===== config.mk =====
export PLATFORM = sky130hd
export DESIGN_NAME = issue_div_fifo
export DESIGN_NICKNAME = d
export VERILOG_FILES = /design/src/rtl/issue_div_fifo.sv
export SDC_FILE = /design/constraint.sdc
export NUM_CORES = 1
export LEC_CHECK = 0
export BUFFER_PORTS_ARGS = -buffer_cell sky130_fd_sc_hd__buf_2
export CAP_MARGIN = 15
export CORE_MARGIN = 2
export CORE_UTILIZATION = 45
export DETAILED_ROUTE_END_ITERATION = 7
export PLACE_DENSITY_LB_ADDON = 0.2
export SETUP_SLACK_MARGIN = 0.3
export SYNTH_ARGS = -nofsm -noshare
export SYNTH_HDL_FRONTEND = slang
export SYNTH_SLANG_ARGS = --single-unit

===== constraint.sdc =====
create_clock -name clk -period 7.6 [get_ports clk]
set_input_delay 0.38 -clock clk [delete_from_list [all_inputs] [get_ports clk]]
set_output_delay 0.38 -clock clk [all_outputs]
set_load 0.05 [all_outputs]

===== src/rtl/issue_div_fifo.sv =====
// -----------------------------------------------------------------------------
// issue_div_fifo
// Show-ahead FIFO between the issue stage and the divide execution unit.
// Issue enqueues issue_execute_pack_t entries; the divide unit sees the head
// entry combinationally from registered storage, with a valid flag, and pops
// it in the same cycle it consumes it. A commit-stage flush empties the queue
// in one cycle.
//
// Ports
//   clk                            : clock, rising-edge
//   rst                            : asynchronous reset, active low
//   issue_div_fifo_data_in         : entry to enqueue
//   issue_div_fifo_push            : enqueue request
//   issue_div_fifo_full            : no free entry
//   issue_div_fifo_data_out        : head entry, all-zero when empty
//   issue_div_fifo_data_out_valid  : head entry present
//   issue_div_fifo_pop             : dequeue head
//   issue_div_fifo_count           : occupied entries, 0..DEPTH
//   commit_feedback_pack           : flush when enable && flush
// -----------------------------------------------------------------------------
package issue_div_fifo_pkg;

  typedef struct packed {
    logic        enable;
    logic [5:0]  rob_id;
    logic [1:0]  div_op;
    logic [4:0]  rd_addr;
    logic [31:0] rs1_data;
    logic [31:0] rs2_data;
  } issue_execute_pack_t;

  typedef struct packed {
    logic enable;
    logic flush;
  } commit_feedback_pack_t;

endpackage

module issue_div_fifo
  import issue_div_fifo_pkg::*;
#(
  parameter int DEPTH = 8
) (
  input  logic                        clk,
  input  logic                        rst,
  input  issue_execute_pack_t         issue_div_fifo_data_in,
  input  logic                        issue_div_fifo_push,
  output logic                        issue_div_fifo_full,
  output issue_execute_pack_t         issue_div_fifo_data_out,
  output logic                        issue_div_fifo_data_out_valid,
  input  logic                        issue_div_fifo_pop,
  output logic [$clog2(DEPTH):0]      issue_div_fifo_count,
  input  commit_feedback_pack_t       commit_feedback_pack
);

  localparam int AW = $clog2(DEPTH);
  localparam int PW = AW + 1;

  // Pointers carry one extra wrap bit so full and empty are distinguishable.
  logic [PW-1:0]        r_wptr;
  logic [PW-1:0]        r_rptr;
  issue_execute_pack_t  r_mem [DEPTH];

  logic          w_empty;
  logic          w_full;
  logic          w_flush;
  logic          w_push_eff;
  logic          w_pop_eff;
  logic [AW-1:0] w_widx;
  logic [AW-1:0] w_ridx;

  assign w_widx  = r_wptr[AW-1:0];
  assign w_ridx  = r_rptr[AW-1:0];
  assign w_empty = (r_wptr == r_rptr);
  assign w_full  = (w_widx == w_ridx) && (r_wptr[AW] != r_rptr[AW]);
  assign w_flush = commit_feedback_pack.enable && commit_feedback_pack.flush;

  // Flush dominates both push and pop; a push into a full queue is dropped.
  assign w_push_eff = issue_div_fifo_push && !w_full  && !w_flush;
  assign w_pop_eff  = issue_div_fifo_pop  && !w_empty && !w_flush;

  // Pointer state: async reset, flush clears, otherwise advance on accepted events.
  always_ff @(posedge clk or negedge rst) begin
    if (!rst) begin
      r_wptr <= {PW{1'b0}};
      r_rptr <= {PW{1'b0}};
    end else if (w_flush) begin
      r_wptr <= {PW{1'b0}};
      r_rptr <= {PW{1'b0}};
    end else begin
      if (w_push_eff) begin
        r_wptr <= r_wptr + {{(PW-1){1'b0}}, 1'b1};
      end
      if (w_pop_eff) begin
        r_rptr <= r_rptr + {{(PW-1){1'b0}}, 1'b1};
      end
    end
  end

  // Entry storage: written on accepted push, deliberately not reset.
  always_ff @(posedge clk) begin
    if (w_push_eff) begin
      r_mem[w_widx] <= issue_div_fifo_data_in;
    end
  end

  // Head presentation: zero when empty so the divide unit sees enable = 0.
  always_comb begin
    issue_div_fifo_data_out = '0;
    if (w_empty) begin
      issue_div_fifo_data_out = '0;
    end else begin
      issue_div_fifo_data_out = r_mem[w_ridx];
    end
  end

  assign issue_div_fifo_data_out_valid = !w_empty;
  assign issue_div_fifo_full           = w_full;
  // Modulo-2*DEPTH subtraction yields 0..DEPTH directly.
  assign issue_div_fifo_count          = r_wptr - r_rptr;

endmodule


==> results.yml <==
clocking:
  cts_made_buffers: 66
  clk_pin_slew_ps: 60
  clockBufferDepth: 3
  clkSinkCount: 632
  post-cts-setup-buffers: 0
  htree_num_levels: 3
  clockRootBuffer: "clkbuf_16"
  cts_tree: "built"
  clk_latency_ps: 590
logic_synthesis:
  syn_avg_cell_area_sq_um: 24.3
  synth_cells: 985
  yosysWarnings: 0
  yosysSeqAreaShare: 0.792
  synth-edff-count: 624
  synthFlopType: "edfxtp_1"
  syn_nets: 1075
  async_flop_share: 0.0127
  synth-seq-cells: 632
  syn_area_sq_mm: 0.0239
  ys_types: 32
cells_and_area:
  final_cell_mix: "edfxtp_1 (624), buf_2 (167), mux4_2 (156), a22o_1 (78), clkbuf_16 (68)"
  synthToLayoutAreaGrowth_pct: 15.5
  drive_above_1_share: 0.354
  final_common_cell: "edfxtp_1"
  nets: 1275
worst_setup_path:
  arrival_ps: 4240
  critPathLaunch: "r_rptr[1]$_DFFE_PN0P_"
  reg2reg_depth: 7
  reg2reg_setup_slack_ps: 3310
  regToRegEndpoint: "r_mem[3][36]$_DFFE_PP_"
  crit_required_ps: 7220
  crit_path_end_kind: "output port"
  crit_end: "issue_div_fifo_data_out[22]"
  crit_path_start_kind: "flip-flop"
  crit_fanout: 65
  worstSetupPathType: "flip-flop to output port"
  rr_startpoint: "r_rptr[1]$_DFFE_PN0P_"
sta:
  fin_worst_skew_ps: 28.0
  rsz0062_at_grt: "no"
  relSlewSlack: 0.300
  worst_slack_ps: 2980
  final_hold_viol_count: 0
  fmax_mhz: 216
  setup_violations: 0
  tightest_slew_ps: 1050
  final.period_utilization: 0.608
  maxSlewViolCount: 0
  fin_setup_tns_ps: 0
  period_needed_ps: 4620
worst_hold_path:
  min_from: "issue_div_fifo_data_in[6]"
  hold_class: "input port to flip-flop"
  min_delay_path_depth: 1
floorplan:
  dieArea_sq_mm: 0.0550
  rows: 84
  fp.dieW_um: 234
  core_sq_mm: 0.0526
  ios: 168
  start_util: 0.455
  fp.dieH_um: 234
power:
  ir_worst_vdd_v: 0.000398
  power.density_mw_per_mm2: 414
  leakage_nw: 9.03
grt:
  antenna_found_initial: 8
  grt_usage: 0.182
  grt_pass1_vias: 11200
  grt_max_degree: 104
  overflow: 0
  grt_pass1_wl_um: 72700
placed_design:
  gp_congestion: 0.723
  dpl.hpwl_um: 27300
  place_ws_ps: 3230
  io_buffers: 167
run:
  drv_cap: 0
route:
  wirelength_um: 48700
  drcViolationCount: 0
  drt-vias-per-instance: 5.56
  wire_per_inst_um: 25.3
  detail_route.iter0.violations: 738
  final_antenna_net_count: 0
  vias: 10700
  dr.pass1.iters: 5
status:
  outcome: "completed"
[logic make-up (layout without fill, tap and decap cells)]
family	Yosys count	in the layout	synth area share
buffers and inverters	62	313	0.0144
other	0	1	0
AOI/OAI and AO/OA	89	89	0.0323
muxes	157	157	0.147
and+or+nand+nor	30	30	0.00623
DFF	632	632	0.792
adders and majority gates	6	6	0.00345
xor gates and xnor gates	9	9	0.00408
[worst max-delay path, cell delays in order (launching register included)]
cell and delay [ps]:
dfrtp_4 1060, buf_4 800, buf_4 720, mux4_2 460
a22o_1 260, buf_2 210
[Yosys cell counts, types with 2 or more instances]
cell      number  area share
nor2_1        13      0.0020
a21oi_4        2      0.0014
mux4_2       156        0.15
buf_2         20      0.0042
dfrtp_1        8      0.0084
inv_1          7      0.0011
xor2_1         3      0.0011
nand2_1        5     0.00079
nor3_2         2     0.00084
xnor2_1        5      0.0018
or3_1          2     0.00052
nand3_1        2     0.00042
o211ai_1       2     0.00063
buf_4         13      0.0041
buf_1          3     0.00047
nand4_1        2     0.00052
a22o_1        78       0.029
ha_1           5      0.0026
buf_6          5      0.0024
clkbuf_1      14      0.0022
edfxtp_1     624        0.78
a21oi_1        4     0.00084
[metal layers]
metal | vias up | global-route usage | share of wire
li1 | 4660 | - | -
met3 | 79 | 0.0437 | 0.054
met1 | 5688 | 0.250 | 0.42
met2 | 267 | 0.298 | 0.51
met5 | - | 0 | 0.0014
met4 | 12 | 0.0438 | 0.018
[metrics by stage]
stage                     instance area, sq um  hold WS, ps  total power [mW]  std cells  utilization
after floorplan                          23900         84.4              7.54        985            -
after global placement                   25500          246              8.53       1801        0.485
after global routing                     27600         53.2              11.9       1925        0.525
after CTS                                27500         19.7              11.6       1921        0.524
final                                    27600         60.9              11.4       1925        0.525
after detailed placement                 25500          243              8.53       1801        0.485
[power by group]
| part | internal (mW) | switching [mW] |
|---|---|---|
| clock | 1.75 | 1.26 |
| sequential | 4.08 | 0.139 |
| combinational | 1.33 | 2.86 |
| total | 7.16 | 4.26 |
[flip-flops by register name, summed over array words and instances (netlist names)]
signal  cells
r_mem     624
r_rptr      4
r_wptr      4
[cell type report]
cell class	instances	area, sq um
fillers	4142	24900
flip-flops and latches	632	18900
multi-input cells	291	4680
clock buffers	90	1780
repair buffers	187	1060
well taps	688	861
clock inverters	29	241
inverters	7	26.3
diodes	1	2.50
[how the worst min path moves through the flow]
| stage | to | slack (ps) |
|---|---|---|
| finish | r_mem[4][6]$_DFFE_PP_ | 60 |
| global route | r_mem[4][6]$_DFFE_PP_ | 50 |
| CTS | r_mem[0][1]$_DFFE_PP_ | 20 |
| detailed placement | r_rptr[2]$_DFFE_PN0P_ | 240 |
| global placement | r_rptr[2]$_DFFE_PN0P_ | 250 |
| floorplan | r_rptr[0]$_DFFE_PN0P_ | 80 |
[timing repair]
| action | CTS | global route |
|---|---|---|
| endpoints found under the hold margin | 8 | 0 |
| hold buffers | 1 | 0 |
| resized for setup | 0 | 0 |
No activity file was read; power rests on OpenSTA's default activity.
